## src/rtl/branch_resolve_ctrl.sv

```systemverilog
// branch_resolve_ctrl
//
// Execute-stage controller that resolves one conditional branch, JAL or JALR
// at a time. Decode hands over a request on a valid/ready handshake. The
// operands are captured, the condition and target are evaluated for one
// cycle, and the result goes out as one of these:
//   - a fetch redirect with a flush,
//   - a plain "done",
//   - a misaligned-target exception.
// Two wrap-around counters keep statistics on conditional branches.
//
// Parameters
//   XLEN   operand / PC width
//   CNT_W  statistics counter width
//
// Ports
//   clk_i, rst_ni        clock (rising edge), asynchronous active-low reset
//   req_valid_i/ready_o  request handshake from decode (ready only in IDLE)
//   op_i, func3_i        transfer kind and branch condition
//   rs1_i, rs2_i         source operands
//   pc_i, imm_i          instruction PC and sign-extended offset
//   redirect_valid_o/ready_i, redirect_pc_o  fetch redirect handshake
//   flush_o, done_o, link_valid_o, misaligned_o  one-cycle result pulses
//   link_data_o          pc + 4 for JAL/JALR
//   branch_cnt_o, taken_cnt_o  resolved / taken conditional branch counts
`timescale 1ns/1ps

module branch_resolve_ctrl #(
  parameter int XLEN  = 32,
  parameter int CNT_W = 16
) (
  input  logic             clk_i,
  input  logic             rst_ni,
  input  logic             req_valid_i,
  output logic             req_ready_o,
  input  logic [1:0]       op_i,
  input  logic [2:0]       func3_i,
  input  logic [XLEN-1:0]  rs1_i,
  input  logic [XLEN-1:0]  rs2_i,
  input  logic [XLEN-1:0]  pc_i,
  input  logic [XLEN-1:0]  imm_i,
  output logic             redirect_valid_o,
  input  logic             redirect_ready_i,
  output logic [XLEN-1:0]  redirect_pc_o,
  output logic             flush_o,
  output logic             done_o,
  output logic             link_valid_o,
  output logic [XLEN-1:0]  link_data_o,
  output logic             misaligned_o,
  output logic [CNT_W-1:0] branch_cnt_o,
  output logic [CNT_W-1:0] taken_cnt_o
);

  typedef enum logic [1:0] {
    IDLE     = 2'd0,
    EVAL     = 2'd1,
    REDIRECT = 2'd2
  } state_t;

  localparam logic [1:0] OP_BRANCH = 2'b00;
  localparam logic [1:0] OP_JAL    = 2'b01;
  localparam logic [1:0] OP_JALR   = 2'b10;

  state_t state_q, state_d;

  logic [1:0]      op_q;
  logic [2:0]      func3_q;
  logic [XLEN-1:0] rs1_q, rs2_q, pc_q, imm_q;

  logic            eq, lt, ltu, cond_true, func3_valid, is_branch, is_jump, taken;
  logic [XLEN-1:0] branch_target, jalr_sum, target;

  logic             req_ready_d, redirect_valid_d, flush_d, done_d, link_valid_d, misaligned_d;
  logic [XLEN-1:0]  redirect_pc_d, link_data_d;
  logic [CNT_W-1:0] branch_cnt_d, taken_cnt_d;

  // State register. A reset in any state abandons the request in flight.
  always_ff @(posedge clk_i or negedge rst_ni) begin
    if (!rst_ni) begin
      state_q <= IDLE;
    end else begin
      state_q <= state_d;
    end
  end

  // Capture the request when it is accepted in IDLE. Decode may change its
  // operands freely afterwards because EVAL only looks at these copies.
  always_ff @(posedge clk_i or negedge rst_ni) begin
    if (!rst_ni) begin
      op_q    <= '0;
      func3_q <= '0;
      rs1_q   <= '0;
      rs2_q   <= '0;
      pc_q    <= '0;
      imm_q   <= '0;
    end else if (state_q == IDLE && req_valid_i) begin
      op_q    <= op_i;
      func3_q <= func3_i;
      rs1_q   <= rs1_i;
      rs2_q   <= rs2_i;
      pc_q    <= pc_i;
      imm_q   <= imm_i;
    end
  end

  // Condition and target evaluation on the captured operands. Reserved
  // func3 codes and the reserved op fall out as not taken. The JALR target
  // drops bit 0, so bit 1 alone decides misalignment.
  always_comb begin
    eq  = (rs1_q == rs2_q);
    lt  = ($signed(rs1_q) < $signed(rs2_q));
    ltu = (rs1_q < rs2_q);

    cond_true   = 1'b0;
    func3_valid = 1'b1;
    case (func3_q)
      3'b000:  cond_true = eq;
      3'b001:  cond_true = !eq;
      3'b100:  cond_true = lt;
      3'b101:  cond_true = !lt;
      3'b110:  cond_true = ltu;
      3'b111:  cond_true = !ltu;
      default: func3_valid = 1'b0;
    endcase

    is_branch = (op_q == OP_BRANCH);
    is_jump   = (op_q == OP_JAL) || (op_q == OP_JALR);
    taken     = is_jump || (is_branch && cond_true);

    branch_target = pc_q + imm_q;
    jalr_sum      = rs1_q + imm_q;
    target        = (op_q == OP_JALR) ? {jalr_sum[XLEN-1:1], 1'b0} : branch_target;
  end

  // Next-state and next-output logic. Pulses default to zero so that each
  // one lasts exactly one cycle after the EVAL exit edge. The redirect
  // outputs default to holding their value, which keeps them stable while
  // fetch stalls.
  always_comb begin
    state_d          = state_q;
    flush_d          = 1'b0;
    done_d           = 1'b0;
    link_valid_d     = 1'b0;
    misaligned_d     = 1'b0;
    redirect_valid_d = redirect_valid_o;
    redirect_pc_d    = redirect_pc_o;
    link_data_d      = link_data_o;
    branch_cnt_d     = branch_cnt_o;
    taken_cnt_d      = taken_cnt_o;

    case (state_q)
      IDLE: begin
        if (req_valid_i) begin
          state_d = EVAL;
        end
      end

      EVAL: begin
        if (is_branch && func3_valid) begin
          branch_cnt_d = branch_cnt_o + CNT_W'(1);
        end
        if (is_branch && taken) begin
          taken_cnt_d = taken_cnt_o + CNT_W'(1);
        end

        if (taken && target[1]) begin
          misaligned_d = 1'b1;
          state_d      = IDLE;
        end else if (taken) begin
          flush_d          = 1'b1;
          redirect_valid_d = 1'b1;
          redirect_pc_d    = target;
          state_d          = REDIRECT;
          if (is_jump) begin
            link_valid_d = 1'b1;
            link_data_d  = pc_q + XLEN'(4);
          end
        end else begin
          done_d  = 1'b1;
          state_d = IDLE;
        end
      end

      REDIRECT: begin
        if (redirect_ready_i) begin
          redirect_valid_d = 1'b0;
          state_d          = IDLE;
        end
      end

      default: state_d = IDLE;
    endcase

    req_ready_d = (state_d == IDLE);
  end

  // Output registers. Ready is registered from the next state so that it
  // is high exactly while the FSM sits in IDLE.
  always_ff @(posedge clk_i or negedge rst_ni) begin
    if (!rst_ni) begin
      req_ready_o      <= 1'b1;
      redirect_valid_o <= 1'b0;
      redirect_pc_o    <= '0;
      flush_o          <= 1'b0;
      done_o           <= 1'b0;
      link_valid_o     <= 1'b0;
      link_data_o      <= '0;
      misaligned_o     <= 1'b0;
      branch_cnt_o     <= '0;
      taken_cnt_o      <= '0;
    end else begin
      req_ready_o      <= req_ready_d;
      redirect_valid_o <= redirect_valid_d;
      redirect_pc_o    <= redirect_pc_d;
      flush_o          <= flush_d;
      done_o           <= done_d;
      link_valid_o     <= link_valid_d;
      link_data_o      <= link_data_d;
      misaligned_o     <= misaligned_d;
      branch_cnt_o     <= branch_cnt_d;
      taken_cnt_o      <= taken_cnt_d;
    end
  end

endmodule

```

## config.mk

```make
export PLATFORM = sky130hd
export DESIGN_NAME = branch_resolve_ctrl
export DESIGN_NICKNAME = d
export VERILOG_FILES = /design/src/rtl/branch_resolve_ctrl.sv
export SDC_FILE = /design/constraint.sdc
export NUM_CORES = 1
export LEC_CHECK = 0
export CELL_PAD_IN_SITES_DETAIL_PLACEMENT = 0
export CELL_PAD_IN_SITES_GLOBAL_PLACEMENT = 2
export CORE_UTILIZATION = 31
export CTS_CLUSTER_SIZE = 8
export DETAILED_ROUTE_END_ITERATION = 12
export PLACE_DENSITY_LB_ADDON = 0.1
export SLEW_MARGIN = 20
export SYNTH_ARGS = -nofsm -noshare
export SYNTH_HDL_FRONTEND = slang
export SYNTH_SLANG_ARGS = --single-unit
```

## constraint.sdc

```tcl
create_clock -name clk_i -period 3.1 [get_ports clk_i]
set_clock_uncertainty 0.15 [all_clocks]
set_input_delay 0.31 -clock clk_i [delete_from_list [all_inputs] [get_ports clk_i]]
set_output_delay 0.31 -clock clk_i [all_outputs]
set_load 0.01 [all_outputs]
```

==> impl_metrics.yaml <==
yosys:
  ys_dominant_reg_cell: "dfrtp_1"
  ys_seq_elements: 237
  yosysMostFrequentCell: "dfrtp_1"
  syn_nets: 1560
  syn_area_um2: 13600
  seq_area_frac_synth_pct: 43.7
  synth_top_family_by_area: "compound AO/OA/AOI/OAI gates"
  synth-simple-area-share_pct: 12.8
  netlist_top_cells_area: "dfrtp_1 (44%), ha_1 (9.0%), mux2_2 (8.4%), o21ai_0 (4.1%), nand2_1 (4.0%)"
  synthesis.instances: 1323
  yosys.area.top_type: "dfrtp_1"
  yosys_warnings: 0
  synth-edff-count: 0
  synth_compound_area_share_pct: 13.0
  avgSynthCellArea_um2: 10.3
  synthArstFlopShare_pct: 100
  synth_fa_ha_area_share_pct: 9.34
  netlist.area_leader.share_pct: 43.5
  synth.area.mux_share_pct: 11.2
  synth_xor_area_share_pct: 7.10
  yosysUniqueCellTypes: 69
  synth_commonest_cells: "dfrtp_1 (236), nand2_1 (144), o21ai_0 (110), mux2_2 (101), ha_1 (98)"
clock_tree:
  ctsLongestPathBuffers: 3
  clkTransAtPathRegs_ns: 0.05
  clock_latency_ns: 0.54
  cts_tree: "yes"
  h-tree-depth: 2
  cts.sink_count: 237
  cts-root-buf: "clkbuf_16"
  cts_made_buffers: 35
placed_design:
  placed_cells: 2292
  placed_area_um2: 18000
  io_buffers: 238
  pre_cts_slack_ns: -0.423
  globalplace.congestion: 0.837
  dpl.hpwl_um: 34000
floorplanning:
  die_h_um: 211
  core-area_um2: 43100
  num_rows: 76
  die_w_um: 211
  dieArea_um2: 44600
  initial_core_util_pct: 31.5
  ios: 239
final_layout:
  nets: 2007
  synthToLayoutAreaGrowth_pct: 47.7
  fin_cells: 2358
  drive_gt1_share_pct: 27.2
  finish.instance_area_um2: 20000
  antenna_cells: 0
global_route:
  grt_overflow: 0
  grt_pass1_vias: 11600
  grt_pass1_wl_um: 67800
  antenna_found_initial: 0
  track_usage_pct: 20.1
  grt_max_degree: 124
sta:
  fin_crit_ns: 3.29
  grt_setup_unrepaired: "yes"
  tightestPinTransition_ns: 0.750
  tns_ns: -6.25
  max_slew_margin_pct: 49.5
  hold_viol: 0
  drv_slew: 0
  setup_ws_ns: -0.192
  fmax_mhz: 304
  setup_viol: 49
  fin_crit_sh_pct: 106
power:
  ir_drop_uv: 502
  p_per_area_nw_per_um2: 1150
  power_mw: 23.0
  p_leak_nw: 8.70
setup_path:
  arrival_ns: 3.55
  cp.required_ns: 3.35
  cp_max_fo: 5
  worstSetupStartpointType: "register"
  crit_type: "reg2reg"
  worstSetupEndpointType: "register"
drt:
  drtIter0Drc: 579
  ant_nets: 0
  dr.pass1.iters: 5
  viasPerCell: 4.83
  num_vias: 11400
  wl_per_cell_um: 19.1
  post-route-drc-count: 0
  totalWireLength_um: 45000
min_path:
  hp-class: "in2async"
run:
  cap_viol_max_count: 0
run_status:
  violations: "setup timing"
  status: "finished, violations left"
critical path, cell delays in order (launching register included):
cell     delay, ns
dfrtp_1       0.41
ha_4          0.30
nand4_1       0.25
nor4b_2       0.37
nor2_1        0.11
a31oi_4       0.24
mux2i_2       0.28
or3_4         0.19
nand4_4       0.14
nand2_8       0.15
buf_12        0.14
buf_16        0.14
mux2_4        0.29
timing repair:
action,in CTS,in global routing
resized for setup,90,84
pin swaps,28,39
hold buffers,1,0
setup endpoints to repair,54,54
buffers inserted,15,9
cloned,2,1
endpoints found under the hold margin,64,0
sequential cells by signal, indices dropped and copies added (netlist names), 3 cells and up:
name / count
link_data_o: 32
pc_q: 32
imm_q: 32
rs2_q: 32
taken_cnt_o: 16
redirect_pc_o: 32
rs1_q: 32
func3_q: 3
branch_cnt_o: 16
metal layers:
metal / vias up / global-route usage (%) / share of wire (%)
met5: - / 0 / 0
met4: 0 / 5.02 / 1.9
met3: 45 / 3.54 / 3.6
met2: 174 / 34.9 / 50
met1: 5559 / 25.8 / 44
li1: 5604 / - / -
report_power, final:
part,leakage [nW],switching [mW],internal (mW)
Clock,0.459,1.37,2.09
Combinational,5.34,6.89,7.41
Sequential,2.90,0.944,4.27
final cells by class:
type / count / area [um^2]
Clock buffer: 40 / 937
Fill cell: 4144 / 23000
Inverter: 56 / 210
Multi-Input combinational cell: 993 / 8030
Sequential cell: 237 / 5930
Tap cell: 585 / 732
Timing Repair Buffer: 447 / 4190
logic make-up after synthesis:
group                    count (synthesis)
multiplexers                           136
buffers and inverters                   93
AO/OA/AOI/OAI                          288
adder cells (fa/ha/maj)                100
flip-flops                             237
XOR/XNOR                               110
AND/OR/NAND/NOR                        359
stage by stage:
step | utilization (%) | hold slack [ns]
after floorplan | - | -0.136
after global placement | 41.7 | 0.175
after detailed placement | 41.7 | 0.174
after CTS | 45.3 | 0.171
after global routing | 46.5 | 0.177
final | 46.5 | 0.198
path summary, 6_finish.rpt:
path | end | slack (ns) | from | depth (start not counted)
worst max-delay path | redirect_pc_o[6]$_DFFE_PN0P_ | -0.19 | rs1_q[17]$_DFFE_PN0P_ | 12
worst min-delay path | link_data_o[3]$_DFFE_PN0P_ | 0.20 | rst_ni | 2
worst max register to register | redirect_pc_o[6]$_DFFE_PN0P_ | -0.19 | rs1_q[17]$_DFFE_PN0P_ | 12
worst min register to register | branch_cnt_o[15]$_DFFE_PN0P_ | 0.31 | branch_cnt_o[15]$_DFFE_PN0P_ | 1
max in group asynchronous | rs2_q[21]$_DFFE_PN0P_ | 1.78 | rst_ni | 3
min in group clk_i | rs2_q[24]$_DFFE_PN0P_ | 0.20 | rs2_i[24] | 3
placed cells by master, fill, tap and decap left out, types with 11 or more instances in the layout:
cell type / count
dfrtp_1: 234
clkbuf_16: 38
a211oi_1: 11
buf_4: 183
mux2_2: 98
mux2_4: 27
a21o_1: 20
nand3_1: 38
clkdlybuf4s50_1: 237
nand2_1: 144
ha_1: 84
and3_1: 16
nand4_1: 22
buf_6: 11
xor2_1: 53
nor2_1: 58
o21ai_0: 97
a21oi_1: 53
xnor2_1: 57
inv_1: 46
o21bai_1: 11
ha_4: 14
Note: power is estimated with default switching activity, not from simulation.
